--- src/rtl/wm_pkg.sv ---
// rtl/wm_pkg.sv - shared phase/state encodings and default durations for the wash machine
package wm_pkg;

  typedef enum logic [2:0] {
    PH_NONE  = 3'd0,
    PH_FILL  = 3'd1,
    PH_HEAT  = 3'd2,
    PH_SOAK  = 3'd3,
    PH_WASH  = 3'd4,
    PH_RINSE = 3'd5,
    PH_SPIN  = 3'd6
  } phase_e;

  typedef enum logic [2:0] {
    S_IDLE  = 3'd0,
    S_FILL  = 3'd1,
    S_HEAT  = 3'd2,
    S_FULL  = 3'd3,
    S_RUN   = 3'd4,
    S_HOLD  = 3'd5,
    S_FAULT = 3'd6
  } timer_state_e;

  localparam int DEF_FILL_CYCLES  = 16;
  localparam int DEF_HEAT_CYCLES  = 8;
  localparam int DEF_SOAK_CYCLES  = 32;
  localparam int DEF_WASH_CYCLES  = 64;
  localparam int DEF_RINSE_CYCLES = 32;
  localparam int DEF_SPIN_CYCLES  = 24;

  // ops = {soak, wash, rinse, spin}; anything but a single set bit maps to PH_NONE
  function automatic phase_e op_to_phase(input logic [3:0] ops);
    phase_e ph;
    case (ops)
      4'b1000: ph = PH_SOAK;
      4'b0100: ph = PH_WASH;
      4'b0010: ph = PH_RINSE;
      4'b0001: ph = PH_SPIN;
      default: ph = PH_NONE;
    endcase
    return ph;
  endfunction

endpackage

--- src/rtl/wm_down_counter.sv ---
// rtl/wm_down_counter.sv - loadable down counter that saturates at zero
module wm_down_counter #(
  parameter int CNT_W = 8
) (
  input  logic             clk_i,
  input  logic             rst_i,
  input  logic             load_i,
  input  logic [CNT_W-1:0] load_val_i,
  input  logic             dec_i,
  output logic [CNT_W-1:0] count_o,
  output logic             zero_o
);

  logic [CNT_W-1:0] cnt_q, cnt_d;

  always_comb begin
    cnt_d = cnt_q;
    if (load_i) begin
      cnt_d = load_val_i;
    end else if (dec_i && (cnt_q != '0)) begin
      cnt_d = cnt_q - CNT_W'(1);
    end
  end

  always_ff @(posedge clk_i) begin
    if (rst_i) begin
      cnt_q <= '0;
    end else begin
      cnt_q <= cnt_d;
    end
  end

  assign count_o = cnt_q;
  assign zero_o  = (cnt_q == '0);

endmodule

--- src/rtl/wm_phase_timer.sv ---
// rtl/wm_phase_timer.sv - plant-side phase timer answering the wash controller's commands
module wm_phase_timer
  import wm_pkg::*;
#(
  parameter int CNT_W        = 8,
  parameter int FILL_CYCLES  = DEF_FILL_CYCLES,
  parameter int HEAT_CYCLES  = DEF_HEAT_CYCLES,
  parameter int SOAK_CYCLES  = DEF_SOAK_CYCLES,
  parameter int WASH_CYCLES  = DEF_WASH_CYCLES,
  parameter int RINSE_CYCLES = DEF_RINSE_CYCLES,
  parameter int SPIN_CYCLES  = DEF_SPIN_CYCLES
) (
  input  logic             clock,
  input  logic             reset,
  input  logic             lid,
  input  logic             cancel,
  input  logic             water_Intake,
  input  logic             soak_Operation,
  input  logic             wash_Operation,
  input  logic             rinse_Operation,
  input  logic             spin_Operation,
  output logic             fill_Water,
  output logic             heat_Water,
  output logic             wash,
  output logic [2:0]       phase,
  output logic [CNT_W-1:0] remaining,
  output logic             timer_Fault
);

  localparam logic [CNT_W-1:0] FILL_LD = CNT_W'(FILL_CYCLES - 1);
  localparam logic [CNT_W-1:0] HEAT_LD = CNT_W'(HEAT_CYCLES - 1);

  function automatic logic [CNT_W-1:0] run_load(input phase_e ph);
    case (ph)
      PH_SOAK:  return CNT_W'(SOAK_CYCLES - 1);
      PH_WASH:  return CNT_W'(WASH_CYCLES - 1);
      PH_RINSE: return CNT_W'(RINSE_CYCLES - 1);
      PH_SPIN:  return CNT_W'(SPIN_CYCLES - 1);
      default:  return '0;
    endcase
  endfunction

  timer_state_e     state_q, state_d;
  phase_e           run_ph_q, run_ph_d;
  logic             ld, dec, cnt_zero;
  logic [CNT_W-1:0] ld_val, cnt;
  logic [4:0]       cmd;
  logic             fault_det;
  phase_e           req_ph;

  assign cmd       = {water_Intake, soak_Operation, wash_Operation, rinse_Operation, spin_Operation};
  assign fault_det = ((cmd & (cmd - 5'd1)) != 5'd0) || (spin_Operation && lid);
  assign req_ph    = op_to_phase(cmd[3:0]);

  wm_down_counter #(.CNT_W(CNT_W)) u_cnt (
    .clk_i      (clock),
    .rst_i      (reset),
    .load_i     (ld),
    .load_val_i (ld_val),
    .dec_i      (dec),
    .count_o    (cnt),
    .zero_o     (cnt_zero)
  );

  always_ff @(posedge clock) begin
    if (reset) begin
      state_q  <= S_IDLE;
      run_ph_q <= PH_NONE;
    end else begin
      state_q  <= state_d;
      run_ph_q <= run_ph_d;
    end
  end

  // Leaving a timed state always loads zero so an idle counter reads 0.
  always_comb begin
    state_d  = state_q;
    run_ph_d = run_ph_q;
    ld       = 1'b0;
    ld_val   = '0;
    dec      = 1'b0;
    if (cancel) begin
      state_d  = S_IDLE;
      run_ph_d = PH_NONE;
      ld       = 1'b1;
    end else if (fault_det) begin
      state_d  = S_FAULT;
      run_ph_d = PH_NONE;
      ld       = 1'b1;
    end else begin
      case (state_q)
        S_IDLE: begin
          if (water_Intake) begin
            state_d = S_FILL;
            ld      = 1'b1;
            ld_val  = FILL_LD;
          end else if (req_ph != PH_NONE) begin
            state_d  = S_RUN;
            run_ph_d = req_ph;
            ld       = 1'b1;
            ld_val   = run_load(req_ph);
          end
        end
        S_FILL, S_HEAT: begin
          if (!water_Intake) begin
            state_d = S_IDLE;
            ld      = 1'b1;
          end else if (cnt_zero) begin
            state_d = (state_q == S_FILL) ? S_HEAT : S_FULL;
            ld      = 1'b1;
            ld_val  = (state_q == S_FILL) ? HEAT_LD : '0;
          end else begin
            dec = 1'b1;
          end
        end
        S_FULL: begin
          if (!water_Intake) state_d = S_IDLE;
        end
        S_RUN: begin
          if (req_ph == PH_NONE) begin
            state_d  = S_IDLE;
            run_ph_d = PH_NONE;
            ld       = 1'b1;
          end else if (req_ph != run_ph_q) begin
            run_ph_d = req_ph;
            ld       = 1'b1;
            ld_val   = run_load(req_ph);
          end else if (cnt_zero) begin
            state_d = S_HOLD;
          end else begin
            dec = 1'b1;
          end
        end
        S_HOLD: begin
          if (req_ph != run_ph_q) begin
            state_d  = S_IDLE;
            run_ph_d = PH_NONE;
          end
        end
        S_FAULT: state_d = S_FAULT;
        default: begin
          state_d  = S_IDLE;
          run_ph_d = PH_NONE;
          ld       = 1'b1;
        end
      endcase
    end
  end

  always_comb begin
    fill_Water  = (state_q == S_HEAT) || (state_q == S_FULL);
    heat_Water  = (state_q == S_FULL);
    wash        = (state_q == S_RUN) && cnt_zero && (req_ph == run_ph_q);
    timer_Fault = (state_q == S_FAULT);
    phase       = PH_NONE;
    remaining   = '0;
    case (state_q)
      S_FILL: begin phase = PH_FILL; remaining = cnt; end
      S_HEAT: begin phase = PH_HEAT; remaining = cnt; end
      S_RUN:  begin phase = run_ph_q; remaining = cnt; end
      S_HOLD: phase = run_ph_q;
      default: ;
    endcase
  end

endmodule
--- config.mk ---
export PLATFORM = sky130hd
export DESIGN_NAME = wm_phase_timer
export DESIGN_NICKNAME = d
export VERILOG_FILES = /design/src/rtl/wm_pkg.sv /design/src/rtl/wm_down_counter.sv /design/src/rtl/wm_phase_timer.sv
export SDC_FILE = /design/constraint.sdc
export NUM_CORES = 1
export LEC_CHECK = 0
export BUFFER_PORTS_ARGS = -buffer_cell sky130_fd_sc_hd__buf_2
export CORE_MARGIN = 3
export CORE_UTILIZATION = 51
export DETAILED_ROUTE_END_ITERATION = 12
export PLACE_DENSITY = 0.76
export SETUP_SLACK_MARGIN = 0.4
export SYNTH_ARGS = -nofsm -noshare
export SYNTH_HDL_FRONTEND = slang
export SYNTH_SLANG_ARGS = --single-unit
--- constraint.sdc ---
create_clock -name clock -period 2.1 [get_ports clock]
set_input_delay 0.105 -clock clock [delete_from_list [all_inputs] [get_ports clock]]
set_output_delay 0.105 -clock clock [all_outputs]
set_load 0.005 [all_outputs]
Word level (Yosys, flattened, before mapping)
Index checks and enable logic that the tools add are counted.
W data, S select, Z words.
{"block": "totals", "ram_bits": 0, "mem_count": 0, "out_inout_bits": 15, "reg_bits": 14, "latch_bits": 0, "in_bits": 9, "mem_bits_ro": 0, "wordCells": 112}
{"block": "classes", "mux": 49, "mul": 0, "eq_ne": 31, "div": 0, "magnitude_cmp": 0, "n_reduce_logical": 24, "bitwise": 2, "n_addsub": 2, "shifts": 0}
{"cell": "$mux W8", "count": 7}
{"cell": "$mux W3", "count": 17}
{"cell": "$pmux W3 S4", "count": 2}
{"cell": "$pmux W8 S3", "count": 1}
{"cell": "$eq A3 B3 Y1 const B", "count": 6}
{"cell": "$ne A3 B3 Y1 const B", "count": 6}
{"cell": "$pmux W3 S6", "count": 1}
{"cell": "$pmux W6 S3", "count": 1}
{"cell": "$ne A4 B4 Y1 const B", "count": 4}
{"cell": "$mux W1", "count": 15}
{"cell": "$mux W6", "count": 2}
{"cell": "$reduce_and A6 Y1", "count": 2}
{"cell": "$eq A3 B2 Y1 const B", "count": 3}
{"cell": "$pmux W3 S3", "count": 1}
{"cell": "$reduce_or A3 Y1", "count": 3}
{"cell": "$logic_not A8 Y1", "count": 1}
{"cell": "$ne A2 B2 Y1 const B", "count": 4}
{"cell": "$reduce_bool A8 Y1", "count": 1}
{"cell": "$reduce_or A2 Y1", "count": 4}
{"cell": "$sub A8 B1 Y8 const B", "count": 1}
{"cell": "$logic_not A3 Y1", "count": 2}
{"cell": "$and A5 B5 Y5", "count": 1}
{"cell": "$reduce_and A5 Y1", "count": 1}
{"cell": "$reduce_bool A5 Y1", "count": 1}
{"cell": "17 further kinds", "count": 21}

Longest topological paths before layout
Gate-level depths: netlist of the first run.
{"block": "depth", "ltp_word": 11, "ltp_mapped": 9, "depth_no_buf": 9}

Modules after synthesis
A second synthesis of the first run with hierarchy kept.
{"block": "hier_totals", "hier_cells": 206, "hier_area_um2": 1480.2}
{"mod": "wm_phase_timer", "n_inst": 1, "cells_per_inst": 147, "area_each_um2": 964.7, "seq_area_each_um2": 120.1}
{"mod": "wm_down_counter", "n_inst": 1, "cells_per_inst": 59, "area_each_um2": 515.5, "seq_area_each_um2": 160.2}

Worst setup path before layout of the first run
OpenSTA, ideal clock, no wires.
{"block": "synth_path", "path_kind": "reg-to-reg", "start": "register u_cnt.cnt_q[0] (netlist: u_cnt.count_o[0])", "end": "register state_q[0]", "path_buffers": 0, "setup_slack_ps": -171, "period_less_slack_ps": 2271, "path_stages_with_launch": 8, "arrival_time_ps": 2149, "required_ps": 1978, "cell_sequence": "dfxtp_1 -> inv_1 -> ha_1 -> or4b_4 -> nand2b_4 -> maj3_2 -> a221o_1 -> o311a_1"}
{"block": "synth_via", "elab_chain_len": 3}
{"element": "start, declared", "line": "wm_down_counter.sv:14", "source": "logic [CNT_W-1:0] cnt_q, cnt_d;"}
{"element": "start signal, assigned", "line": "wm_down_counter.sv:29", "source": "cnt_q <= cnt_d;"}
{"element": "$logic_not A8 Y1 (*)", "line": "wm_down_counter.sv:34", "source": "assign zero_o = (cnt_q == '0);"}
{"element": "$ne A3 B3 Y1 (no source line)"}
{"element": "$reduce_and A6 Y1 (no source line) (*)"}
{"element": "end signal, assigned", "line": "wm_phase_timer.sv:70", "source": "state_q <= state_d;"}
{"element": "end, declared", "line": "wm_phase_timer.sv:43", "source": "timer_state_e state_q, state_d;"}
Mark *: on every way between the ends. The rest lies on a longest branch, timed or not.
A chain may end at the register's enable or synchronous reset.

Worst setup path after layout of the first run
Same ends and word-level chain as after synthesis.

==> results of run 1 <==
==> layout by cell type (no fill, tap or decap), types with 5 or more instances in the layout <==
cell type	count
and2_1	10
o21ai_0	7
xnor2_1	11
buf_4	31
nor3_1	6
nor2_1	19
nand2b_1	6
nand2_1	12
dfxtp_1	10
buf_2	23
nor4_2	5
a21oi_1	8
==> worst min-delay path by stage <==
stage	endpoint	cells after the start
6_report	u_cnt.count_o[3]	2
5_1_grt	u_cnt.count_o[3]	2
4_1_cts	u_cnt.count_o[3]	2
3_5_place_dp	u_cnt.count_o[3]	2
3_3_place_gp	u_cnt.count_o[3]	2
2_1_floorplan	u_cnt.count_o[3]	1
==> metal layers <==
layer | routed length, um | share of wire [%]
met2 | 2348 | 48
met3 | 390 | 8.0
met5 | 0 | 0
met4 | 110 | 2.3
met1 | 2035 | 42
==> Yosys cell counts (2+ instances only) <==
library cell,instances
a211oi_2,2
a21oi_1,11
a32oi_2,2
and2_1,10
and3_1,2
buf_4,3
clkbuf_1,6
dfxtp_1,14
ha_1,2
inv_1,6
mux2i_1,4
nand2_1,14
nand2b_1,6
nand3_1,3
nor2_1,22
nor2b_1,3
nor3_1,6
nor3b_1,3
nor4_1,5
nor4_2,2
o211ai_1,2
o21a_1,3
o21ai_0,8
o21ai_1,4
o22ai_1,3
or3_1,2
xnor2_1,11
xor2_1,3
==> state kept, by name, summed over array words and instances (netlist names) <==
| register | flops |
|---|---|
| state_q | 3 |
| u_cnt.count_o | 8 |
| run_ph_q | 3 |
==> where the power goes <==
group / leakage [nW] / total, mW / switching [mW] / internal, mW
combinational: 0.669 / 0.324 / 0.182 / 0.142
clock: 0.0210 / 0.209 / 0.103 / 0.106
sequential: 0.116 / 0.277 / 0.00886 / 0.269
total: 0.806 / 0.811 / 0.294 / 0.516
==> metrics by stage <==
stage / cells / setup WS [ns]
final: 272 / -0.1094
after global routing: 272 / -0.1664
after CTS: 272 / -0.09541
after detailed placement: 259 / -0.1336
after global placement: 259 / -0.09295
after floorplan: 190 / -0.08696
==> final cells by class <==
| cell class | count | area share (%) |
|---|---|---|
| inverter | 7 | 1.297 |
| sequential | 14 | 14.33 |
| timing repair buffer | 58 | 19.39 |
| multi-input combinational | 159 | 61.33 |
| clock buffer | 4 | 1.791 |
| tap | 30 | 1.853 |
==> cells by family after synthesis <==
logic type               share of synthesized area (%)
AO/OA/AOI/OAI                                    24.40
multiplexers                                     2.759
AND/OR/NAND/NOR                                  36.21
XOR/XNOR                                         8.448
buffers and inverters                            5.689
flip-flops                                       19.31
adder cells (fa/ha/maj)                          3.189
==> repair_timing <==
| action | in CTS | in global routing |
|---|---|---|
| setup buffers | 9 | 0 |
| endpoints found under the setup margin | 21 | 21 |
| resized for setup | 17 | 12 |
| pin swaps | 12 | 4 |
==> impl_metrics.py, run 1 <==
metrics = {
    "outcome": {
        "status": "complete, but fails checks",
        "violations": "negative setup slack",
    },
    "synthesis": {
        "syn_area_um2": 1451,
        "syn_inst": 190,
        "synth_nets": 201,
        "ys.flop_type": "dfxtp_1",
        "yosys-top-cells-area": "dfxtp_1 19%, xnor2_1 6.6%, nor2_1 5.7%",
        "synth_edf_count": 0,
        "synth_cell_types": 56,
        "syn_avg_cell_area_um2": 7.639,
        "ys_async_sr_fraction_pct": 0,
        "seq_area_frac_synth_pct": 19.31,
        "yosysWarnings": 0,
        "yosys.area.top_type_share_pct": 19.31,
        "synth_top_area_cell": "dfxtp_1",
        "synth_seq_cells": 14,
    },
    "global_routing": {
        "grt_max_degree": 20,
        "grt.overflow.total": 0,
        "grt_use_met2_pct": 49.14,
        "antenna_found_initial": 0,
        "gr-max-usage-layer": "met2",
        "grt_pass1_vias": 1643,
        "use_met3_pct": 3.704,
        "grt_first_pass_wirelength_um": 7776,
        "grtUsageTotal_pct": 29.01,
        "met1_usage_pct": 37.88,
    },
    "worst_setup_path": {
        "required_ns": 2.29,
        "ff2ff_setup_slack_ns": -0.11,
        "startpoint_type": "flip-flop",
        "critPathTopFamily": "compound AO/OA/AOI/OAI gates",
        "slowest_stage": "or4b_4",
        "worst-setup-path-type": "reg -> reg",
        "reg2reg_from": "u_cnt.count_o[0]",
        "critPathMaxFanout": 4,
        "crit_end": "state_q[0]",
        "cp.buffers_inverters": 1,
        "r2r_cells": 7,
        "worstPathCellList": "inv_2, ha_1, or4b_4, nand2b_4, maj3_2, a221o_1, o311a_1",
        "arrival_ns": 2.40,
        "cp_num_cells": 7,
        "critPathLaunch": "u_cnt.count_o[0]",
        "cp-end-kind": "flip-flop",
        "cpPeakStageDelay_ns": 0.46,
        "rr_endpoint": "state_q[0]",
    },
    "final_layout": {
        "num_antenna_cells": 0,
        "drive_gt1_share_pct": 45.87,
        "area_delta_synth_final_pct": 39.57,
        "finalNetCount": 254,
        "fillCellCount": 177,
        "fin_util_pct": 78.21,
        "postLayoutCellArea_um2": 2026,
        "register_area_um2": 290.3,
        "multi_input_area_um2": 1242,
    },
    "placed_design": {
        "port_buffers": 23,
        "dp_hpwl_um": 3350,
        "placed_area_um2": 1804,
        "globalplace.congestion": 0.8792,
    },
    "clocking": {
        "cts_num_sinks": 14,
        "cts_max_path_buffers": 2,
        "clockRootBuffer": "clkbuf_4",
        "clk_pin_slew_ns": 0.10,
        "cts_buffers": 3,
        "cts_tree": "done",
        "cts_max_level": 1,
        "clk_latency_ns": 0.30,
        "holdBufCountCts": 0,
    },
    "routing": {
        "drc": 0,
        "first_pass_iters": 5,
        "wl_per_cell_um": 17.95,
        "routed_wl_um": 4883,
        "postRouteAntennaNets": 0,
        "drtIter0Drc": 148,
        "viasPerCell": 6.228,
        "dr_total_vias": 1694,
    },
    "min_path": {
        "hold_class": "in -> reg",
        "hp-start": "reset",
    },
    "power_and_ir_drop": {
        "p_leak_nw": 0.8062,
        "power_uw": 810.7,
        "p_per_area_nw_per_um2": 400.2,
        "ir_drop_uv": 449.2,
    },
    "sta": {
        "skew_ns": 0.005974,
        "maxSlewHeadroom_pct": 71.18,
        "finalSetupViolCount": 11,
        "tightest_slew_ns": 0.4290,
        "whs_ns": 0.06187,
        "fmax_mhz": 452.6,
        "period_share_pct": 105.2,
        "hold_viol": 0,
        "maxSlewViolCount": 0,
        "rsz0062_at_grt": "true",
        "fin_ws_ns": -0.1094,
        "layout_min_cycle_time_ns": 2.209,
        "setup_tns_ns": -0.5325,
    },
    "floorplanning": {
        "io_pins": 24,
        "std_cell_rows": 18,
        "fp.dieW_um": 59.35,
        "die_y_um": 59.35,
        "fp.dieArea_um2": 3522,
        "start_util_pct": 56.04,
        "core-area_um2": 2590,
    },
    "run": {
        "cap_violations": 0,
    },
}
No activity file was read; power rests on OpenSTA's default activity.
==> run 2, diff against run 1 <==
--- a/config.mk
+++ b/config.mk
@@ -13,4 +13,5 @@
 export SETUP_SLACK_MARGIN = 0.4
 export SYNTH_ARGS = -nofsm -noshare
 export SYNTH_HDL_FRONTEND = slang
+export SYNTH_HIERARCHICAL = 1
 export SYNTH_SLANG_ARGS = --single-unit
==> impl_metrics.py, run 2 <==
metrics = {
    "synthesis": {
        "syn_inst": 206,
        "yosys-top-cells-area": "dfxtp_1 19%, nor2_1 8.4%, nor2b_1 5.5%",
        "synth_edf_count": 0,
        "synth_common_cells": "33 x nor2_1, 14 x dfxtp_1, 13 x nor2b_1, 12 x nand2_1, 11 x a21oi_1",
        "yosys.area.top_type_share_pct": 18.93,
        "synth-simple-area-share_pct": 35.59,
        "syn_avg_cell_area_um2": 7.185,
        "yosysMostFrequentCell": "nor2_1",
        "synth_cell_types": 57,
        "yosysWarnings": 6,
        "synth_seq_cells": 14,
        "synth_top_area_cell": "dfxtp_1",
        "ys_async_sr_fraction_pct": 0,
        "syn_area_um2": 1480,
        "synth_compound_area_share_pct": 30.52,
        "synth_xor_area_share_pct": 5.325,
        "ys.flop_type": "dfxtp_1",
        "synth_top_family_by_area": "simple AND/OR/NAND/NOR gates",
        "synthAdderAreaFrac_pct": 1.691,
        "seq_area_frac_synth_pct": 18.93,
        "synth.area.mux_share_pct": 2.029,
    },
    "routing": {
        "drtIter0Drc": 373,
        "drc": 0,
        "postRouteAntennaNets": 0,
        "viasPerCell": 6.803,
        "first_pass_iters": 5,
        "routed_wl_um": 7005,
        "wl_per_cell_um": 21.55,
        "dr_total_vias": 2211,
    },
    "sta": {
        "fin_ws_ns": -0.5189,
        "rsz0062_at_grt": "true",
        "finalSetupViolCount": 10,
        "whs_ns": 0.1594,
        "tightest_slew_ns": 0.8590,
        "maxSlewHeadroom_pct": 42.13,
        "hold_viol": 0,
        "layout_min_cycle_time_ns": 2.619,
        "fmax_mhz": 381.8,
        "skew_ns": 0.005081,
        "period_share_pct": 124.7,
        "maxSlewViolCount": 0,
    },
    "worst_setup_path": {
        "required_ns": 2.31,
        "worstPathCellList": "nand4bb_1, nor3_2, a221o_1, nand2_1, o32a_1, nor4_4, buf_4, nand2_2, or4_1, a311oi_2",
        "slowest_stage": "or4_1",
        "worst-setup-path-type": "reg -> reg",
        "startpoint_type": "flip-flop",
        "critPathMaxFanout": 4,
        "cpPeakStageDelay_ns": 0.46,
        "arrival_ns": 2.83,
        "cp-end-kind": "flip-flop",
    },
    "run": {
        "cap_violations": 0,
    },
    "floorplanning": {
        "core-area_um2": 2613,
        "die_y_um": 59.87,
        "start_util_pct": 56.66,
        "fp.dieW_um": 59.87,
        "fp.dieArea_um2": 3584,
        "io_pins": 24,
        "std_cell_rows": 18,
    },
    "placed_design": {
        "placed_area_um2": 2110,
        "port_buffers": 23,
        "globalplace.congestion": 0.9281,
        "dp_hpwl_um": 3881,
    },
    "clocking": {
        "clockRootBuffer": "clkbuf_4",
        "cts_tree": "done",
        "clk_latency_ns": 0.30,
        "cts_max_level": 1,
        "cts_max_path_buffers": 2,
        "clk_pin_slew_ns": 0.11,
        "cts_buffers": 3,
        "cts_num_sinks": 14,
    },
    "final_layout": {
        "num_antenna_cells": 0,
        "postLayoutCellArea_um2": 2439,
        "drive_gt1_share_pct": 50.51,
        "fin_util_pct": 93.34,
        "area_delta_synth_final_pct": 64.75,
        "fillCellCount": 95,
        "final_common_cell": "buf_4",
        "finalNetCount": 307,
        "largest_reg_flops": 8,
        "mostFrequentLayoutCells": "67 x buf_4, 32 x nor2_1, 22 x buf_2, 10 x nand2_1",
    },
    "power_and_ir_drop": {
        "power_uw": 984.0,
        "p_leak_nw": 1.021,
        "ir_drop_uv": 492.5,
        "p_per_area_nw_per_um2": 403.5,
    },
    "outcome": {
        "status": "complete, but fails checks",
        "violations": "negative setup slack",
    },
    "global_routing": {
        "grt_first_pass_wirelength_um": 11090,
        "grt_pass1_vias": 2202,
        "antenna_found_initial": 0,
        "grt.overflow.total": 0,
        "grt_max_degree": 15,
        "grtUsageTotal_pct": 41.68,
    },
    "min_path": {
        "hold_class": "in -> reg",
    },
}
==> run 2: cell types whose count changed after synthesis, moves of 4 or more <==
cell / delta
o21ai_1: -4
nor2b_1: +10
a31oi_1: +4
nor2_1: +11
xnor2_1: -5
buf_2: +4
a311oi_1: +4
and2_1: -7
==> run 2: layer usage <==
metal	track usage [%]	vias to the layer above	part of all wire, %
li1	-	935	-
met1	51.30	1011	37
met2	68.06	207	46
met3	9.935	58	11
met4	18.99	0	6.0
met5	0	-	0
==> run 2: power by group <==
part	internal (mW)	leakage (nW)	switching [mW]	total, mW
registers	0.273	0.117	0.00963	0.283
clock network	0.106	0.0210	0.113	0.219
logic	0.224	0.883	0.258	0.482
==> run 2: what timing repair did <==
item | in CTS | in global routing
cloned | 0 | 0
setup buffers | 11 | 2
gates resized for setup | 35 | 7
hold buffers | 0 | 0
pin swaps | 10 | 2
endpoints found under the setup margin | 21 | 23
==> run 2: kinds of logic (layout without fill, tap and decap cells) <==
| group | count (synthesis) | count (layout) |
|---|---|---|
| XOR/XNOR | 9 | 9 |
| adder cells (fa/ha/maj) | 2 | 2 |
| AO/OA/AOI/OAI | 58 | 58 |
| buffers and inverters | 21 | 109 |
| flip-flops | 14 | 14 |
| other | 1 | 2 |
| multiplexers | 3 | 3 |
| AND/OR/NAND/NOR | 98 | 98 |
==> run 2: final timing paths <==
check	start	end	slack [ns]	depth (start not counted)
max	run_ph_q[0]	u_cnt/count_o[6]	-0.52	10
min	reset	u_cnt/count_o[2]	0.16	2
min reg2reg	run_ph_q[2]	run_ph_q[2]	0.55	2
max reg2reg	run_ph_q[0]	u_cnt/count_o[6]	-0.52	10
==> run 2: worst max-delay path: cells and delay by family, from the launching register on <==
family / cells / cell delay (ns)
DFF: 1 / 0.36
AOI/OAI and AO/OA: 3 / 0.81
and+or+nand+nor: 6 / 1.18
buffers and inverters: 1 / 0.18
==> run 2: final cells by class <==
cell class,instances,area [um2],area share [%]
inverters,8,35.03,1.437
well taps,30,37.54,1.539
flip-flops and latches,14,291.5,11.95
repair buffers,97,715.7,29.35
multi-input cells,172,1323,54.23
clock buffers,4,36.28,1.488
==> run 2: per-stage QoR <==
step | std cells | TNS, ns | setup slack, ns
2_1_floorplan | 207 | -2.461 | -0.4440
3_3_place_gp | 308 | -3.411 | -0.5093
3_5_place_dp | 308 | -4.262 | -0.5980
4_1_cts | 323 | -2.768 | -0.4023
5_1_grt | 325 | -4.933 | -0.6160
6_report | 325 | -3.910 | -0.5189
